==> src/rtl/exception_pc_ctrl.sv <==
// Exception sequencer for the multicycle datapath PC-source mux.
// On an exception it saves the return PC, reads the handler byte from the
// vector table and issues one PC load through select 00; on a return request
// it issues one PC load through select 01 using the saved PC.
module exception_pc_ctrl #(
    parameter int unsigned MEM_LATENCY = 2,
    parameter int unsigned VEC_BASE    = 253
) (
    input  logic        clk,
    input  logic        reset_n,
    input  logic        exc_opcode,
    input  logic        exc_overflow,
    input  logic        exc_div0,
    input  logic        rte_req,
    input  logic [31:0] pc_in,
    input  logic [7:0]  mem_data,
    output logic [31:0] mem_addr,
    output logic        mem_rd,
    output logic [31:0] epc_out,
    output logic [31:0] exception_destiny,
    output logic [1:0]  pc_source_ctrl,
    output logic        pc_write,
    output logic [1:0]  cause,
    output logic        in_handler,
    output logic        busy
);

    localparam int unsigned CntW = (MEM_LATENCY > 1) ? $clog2(MEM_LATENCY) : 1;

    localparam logic [1:0] SrcHandler = 2'b00;
    localparam logic [1:0] SrcEpc     = 2'b01;
    localparam logic [1:0] SrcIdle    = 2'b10;

    typedef enum logic [2:0] {StIdle, StFetch, StLoad, StJump, StRte} state_e;

    state_e            state_q;
    logic [CntW-1:0]   cnt_q;
    logic              exc_any;
    logic [1:0]        cause_sel;
    logic [31:0]       vec_addr;

    assign exc_any = exc_opcode | exc_overflow | exc_div0;
    assign busy    = (state_q != StIdle);

    // Fixed-priority cause encoding: opcode > overflow > div0.
    always_comb begin
        cause_sel = 2'd2;
        if (exc_opcode) begin
            cause_sel = 2'd0;
        end else if (exc_overflow) begin
            cause_sel = 2'd1;
        end
    end

    assign vec_addr = 32'(VEC_BASE) + {30'b0, cause_sel};

    // Sequencer state, latched exception context and registered mux controls.
    always_ff @(posedge clk or negedge reset_n) begin
        if (!reset_n) begin
            state_q           <= StIdle;
            cnt_q             <= '0;
            epc_out           <= '0;
            exception_destiny <= '0;
            cause             <= 2'd0;
            in_handler        <= 1'b0;
            mem_rd            <= 1'b0;
            mem_addr          <= '0;
            pc_write          <= 1'b0;
            pc_source_ctrl    <= SrcIdle;
        end else begin
            unique case (state_q)
                StIdle: begin
                    if (exc_any) begin
                        // An exception always beats a concurrent return request.
                        cause    <= cause_sel;
                        epc_out  <= pc_in - 32'd4;
                        cnt_q    <= '0;
                        mem_rd   <= 1'b1;
                        mem_addr <= vec_addr;
                        state_q  <= StFetch;
                    end else if (rte_req) begin
                        pc_write       <= 1'b1;
                        pc_source_ctrl <= SrcEpc;
                        state_q        <= StRte;
                    end
                end
                StFetch: begin
                    cnt_q <= cnt_q + CntW'(1);
                    if (cnt_q == CntW'(MEM_LATENCY - 1)) begin
                        state_q <= StLoad;
                    end
                end
                StLoad: begin
                    exception_destiny <= {24'b0, mem_data};
                    mem_rd            <= 1'b0;
                    mem_addr          <= '0;
                    pc_write          <= 1'b1;
                    pc_source_ctrl    <= SrcHandler;
                    state_q           <= StJump;
                end
                StJump: begin
                    in_handler     <= 1'b1;
                    pc_write       <= 1'b0;
                    pc_source_ctrl <= SrcIdle;
                    state_q        <= StIdle;
                end
                StRte: begin
                    in_handler     <= 1'b0;
                    pc_write       <= 1'b0;
                    pc_source_ctrl <= SrcIdle;
                    state_q        <= StIdle;
                end
                default: begin
                    state_q <= StIdle;
                end
            endcase
        end
    end

endmodule

==> config.mk <==
export PLATFORM = sky130hd
export DESIGN_NAME = exception_pc_ctrl
export DESIGN_NICKNAME = d
export VERILOG_FILES = /design/src/rtl/exception_pc_ctrl.sv
export SDC_FILE = /design/constraint.sdc
export NUM_CORES = 1
export LEC_CHECK = 0
export ABC_AREA = 1
export CAP_MARGIN = 20
export CORE_ASPECT_RATIO = 0.7
export CORE_MARGIN = 1
export CORE_UTILIZATION = 39
export CTS_BUF_LIST = sky130_fd_sc_hd__clkbuf_2
export CTS_CLUSTER_DIAMETER = 80
export CTS_CLUSTER_SIZE = 30
export DETAILED_ROUTE_END_ITERATION = 12
export PLACE_DENSITY = 0.8
export SYNTH_ARGS = -nofsm -noshare
export SYNTH_HDL_FRONTEND = slang
export SYNTH_SLANG_ARGS = --single-unit
==> constraint.sdc <==
create_clock -name clk -period 1.3 [get_ports clk]
set_clock_uncertainty 0.1 [all_clocks]
set_input_delay 0.13 -clock clk [delete_from_list [all_inputs] [get_ports clk]]
set_output_delay 0.13 -clock clk [all_outputs]
set_load 0.05 [all_outputs]
==> run summary <==
crit start category: register
Reg2Reg Depth: 9
Pins Over Slew Limit: 0
Setup-failing EPs final: 97
Nets: 682
# diodes: 0
via count: 3439
outcome: complete, but fails checks
grt ovf: 0
worst min path class: input port to asynchronous set/reset pin
mapped cell area: 3390 um^2
drt total wl: 10.7 mm
pwr/cell area: 2730 nW/um^2
r2r startpoint: state_q[2]
Final Util: 71.7%
Clock transition at path regs: 0.30 ns
largest net degree at the start of global routing: 56
Max Cap Viol: 0
Final min period: 1.68 ns
final instance area: 6060 um^2
reg-to-reg setup timing slack: -0.38 ns
#FFs+latches synth: 55
core footprint: 8440 um^2
Max clock buf depth: 2
I/O pin count: 150
Post-synth EDFFs: 0
Die X: 114 um
Clk Latency, worst-skew pair: 0.46 ns
H-tree depth: 2
placed cell areas: 5330 um^2
crit path max fanout: 2
Synth area leaders: dfrtp_1, nand2_1, buf_4, nor2_1, nand3_1
Core Rows: 28
fillers: 632
Initial DRC Count: 219
Worst setup EP type: primary output
vias per inst: 4.55
critical path's top delay family: flip-flops
area leader, netlist: dfrtp_1
R2R Path End: epc_out[19]
Avg Inst Size Synth: 7.73 um^2
crit path kind: register to primary output
Syn Inst Count: 439
CP bufs+invs: 2
share of layout cells above drive strength 1: 35.9%
first-pass detailed-route iteration total: 5
PortBufs: 102
Hold Vio Cnt, Final: 0
Starting Density: 40.2%
vias in the first global route: 3346
Place WS: -0.500 ns
clock tree sinks: 55
All-Layer GR Usage: 24.0%
Top FF cell, synth: dfrtp_1
part of the Yosys area used for sequential elements: 40.6%
DRC errors left: 0
TritonCTS clock tree: done
worst-path cell with the longest stage delay: dfrtp_1
leakage: 2.92 nW
yosys synthesis warning count: 0
Critical Path RT: 1.07 ns
GPL Wtd Cong: 0.914
CTS root buffer: clkbuf_2
Antenna Violating Nets Remaining: 0
first-pass GRT wire length: 16.6 mm
f_max: 0.594 GHz
Yosys cell types: 32
RSZ-0062 raised after global routing: true
die height: 80.1 um
Final HPWL DP: 7.58 mm
die area: 9090 um^2
Num CTS Buffers: 5
initial antenna violation count: 0
overall power: 0.0166 W
crit-path cells: nor2_4 -> nand2_8 -> buf_6 -> buf_8
period utilization: 129%
ys async rst share: 100%
setup TNS: -19.35 ns
post-route setup slack: -0.383 ns
Post-synth top cells: nand2_1, dfrtp_1, nor2_1, buf_4, inv_1
most frequent cell after synthesis: nand2_1
Peak VDD IR: 1490 uV
WP data arrival: 1.45 ns
violated checks: negative setup slack
DR WL/cell: 14.2 um
Layout area overhead: 78.4%
crit-path max cell delay: 0.50 ns
Synth top area share: 39.8%
worst max path at each step:
stage | startpoint | to | slack [ns] | depth (start not counted)
6_report | state_q[2] | busy | -0.38 | 4
5_1_grt | state_q[2] | busy | -0.44 | 4
4_1_cts | state_q[0] | busy | -0.36 | 4
3_5_place_dp | pc_in[2] | epc_out[30] | -0.50 | 11
3_3_place_gp | pc_in[12] | epc_out[30] | -0.47 | 10
2_1_floorplan | state_q[2] | mem_addr[1] | -0.1 | 7
cells by family after synthesis:
group                    after synthesis  share of synthesized area, %
AND/OR/NAND/NOR                      243                          31.6
XOR/XNOR                              13                          3.35
other                                  1                         0.110
flip-flops                            55                          40.6
buffers and inverters                 86                          16.3
adder cells (fa/ha/maj)                2                         0.737
AO/OA/AOI/OAI                         39                          7.30
cell type report:
class                           instances  area (um^2)  share of cell area [%]
Tap cell                              120          150                    2.48
Sequential cell                        55         1380                    22.8
Multi-Input combinational cell        345         1800                    29.8
Clock inverter                          2         12.5                   0.207
Inverter                               26          120                    1.98
Timing Repair Buffer                  201         2560                    42.3
Clock buffer                            6         30.0                   0.496
state kept, by name, summed over array words and instances (netlist names):
register	flops
exception_destiny	8
epc_out	32
state_q	3
mem_addr	4
cause	2
mem_rd	1
in_handler	1
cnt_q	1
pc_write	1
pc_source_ctrl	2
tightest hold or removal path: cells and delay by family:
kind | cells | cell delay (ns)
buf+inv | 3 | 0.91
routing by layer:
metal | part of all wire (%) | vias to the layer above | global-route usage [%]
li1 | - | 1664 | -
met1 | 43 | 1636 | 30.9
met2 | 49 | 121 | 40.8
met3 | 6.2 | 18 | 4.75
met4 | 1.6 | 0 | 7.24
met5 | 0 | - | 0
cell usage in the layout, fill, tap and decap left out, drive strengths merged:
cell type,synthesis,routed
or2,2,2
conb,1,47
dfrtp,54,54
buf,60,156
clkdlybuf4s50,0,44
dlygate4sd3,0,1
a31oi,2,2
nand3,17,17
nand4,5,5
o21ai,25,25
clkbuf,0,6
a21oi,3,3
inv,26,25
nand2,151,152
o21bai,7,7
xnor2,4,4
o31ai,1,1
dfstp,1,1
ha,2,2
a22o,1,1
clkinv,0,3
nor2,68,68
xor2,9,9
through the flow:
stage	std cells	hold slack (ns)
global route	755	0.0282
floorplan	485	-0.266
CTS	749	0.0561
finish	755	0.0308
global placement	705	0.0476
detailed placement	705	0.0556
report_power, final:
part	internal (W)	leakage [nW]	switching [W]
Combinational	0.00607	2.22	0.00634
Sequential	0.00256	0.671	0.000889
Clock	0.000140	0.0306	0.000564
Total	0.00877	2.92	0.00779
what timing repair did:
item,CTS,global route
buffers inserted,29,6
gates resized for setup,47,14
gates cloned,6,0
endpoints found under the hold margin,55,0
endpoints found under the setup margin,108,111
hold buffers,1,0
pin swaps,6,4
Note: power is estimated with default switching activity, not from simulation.
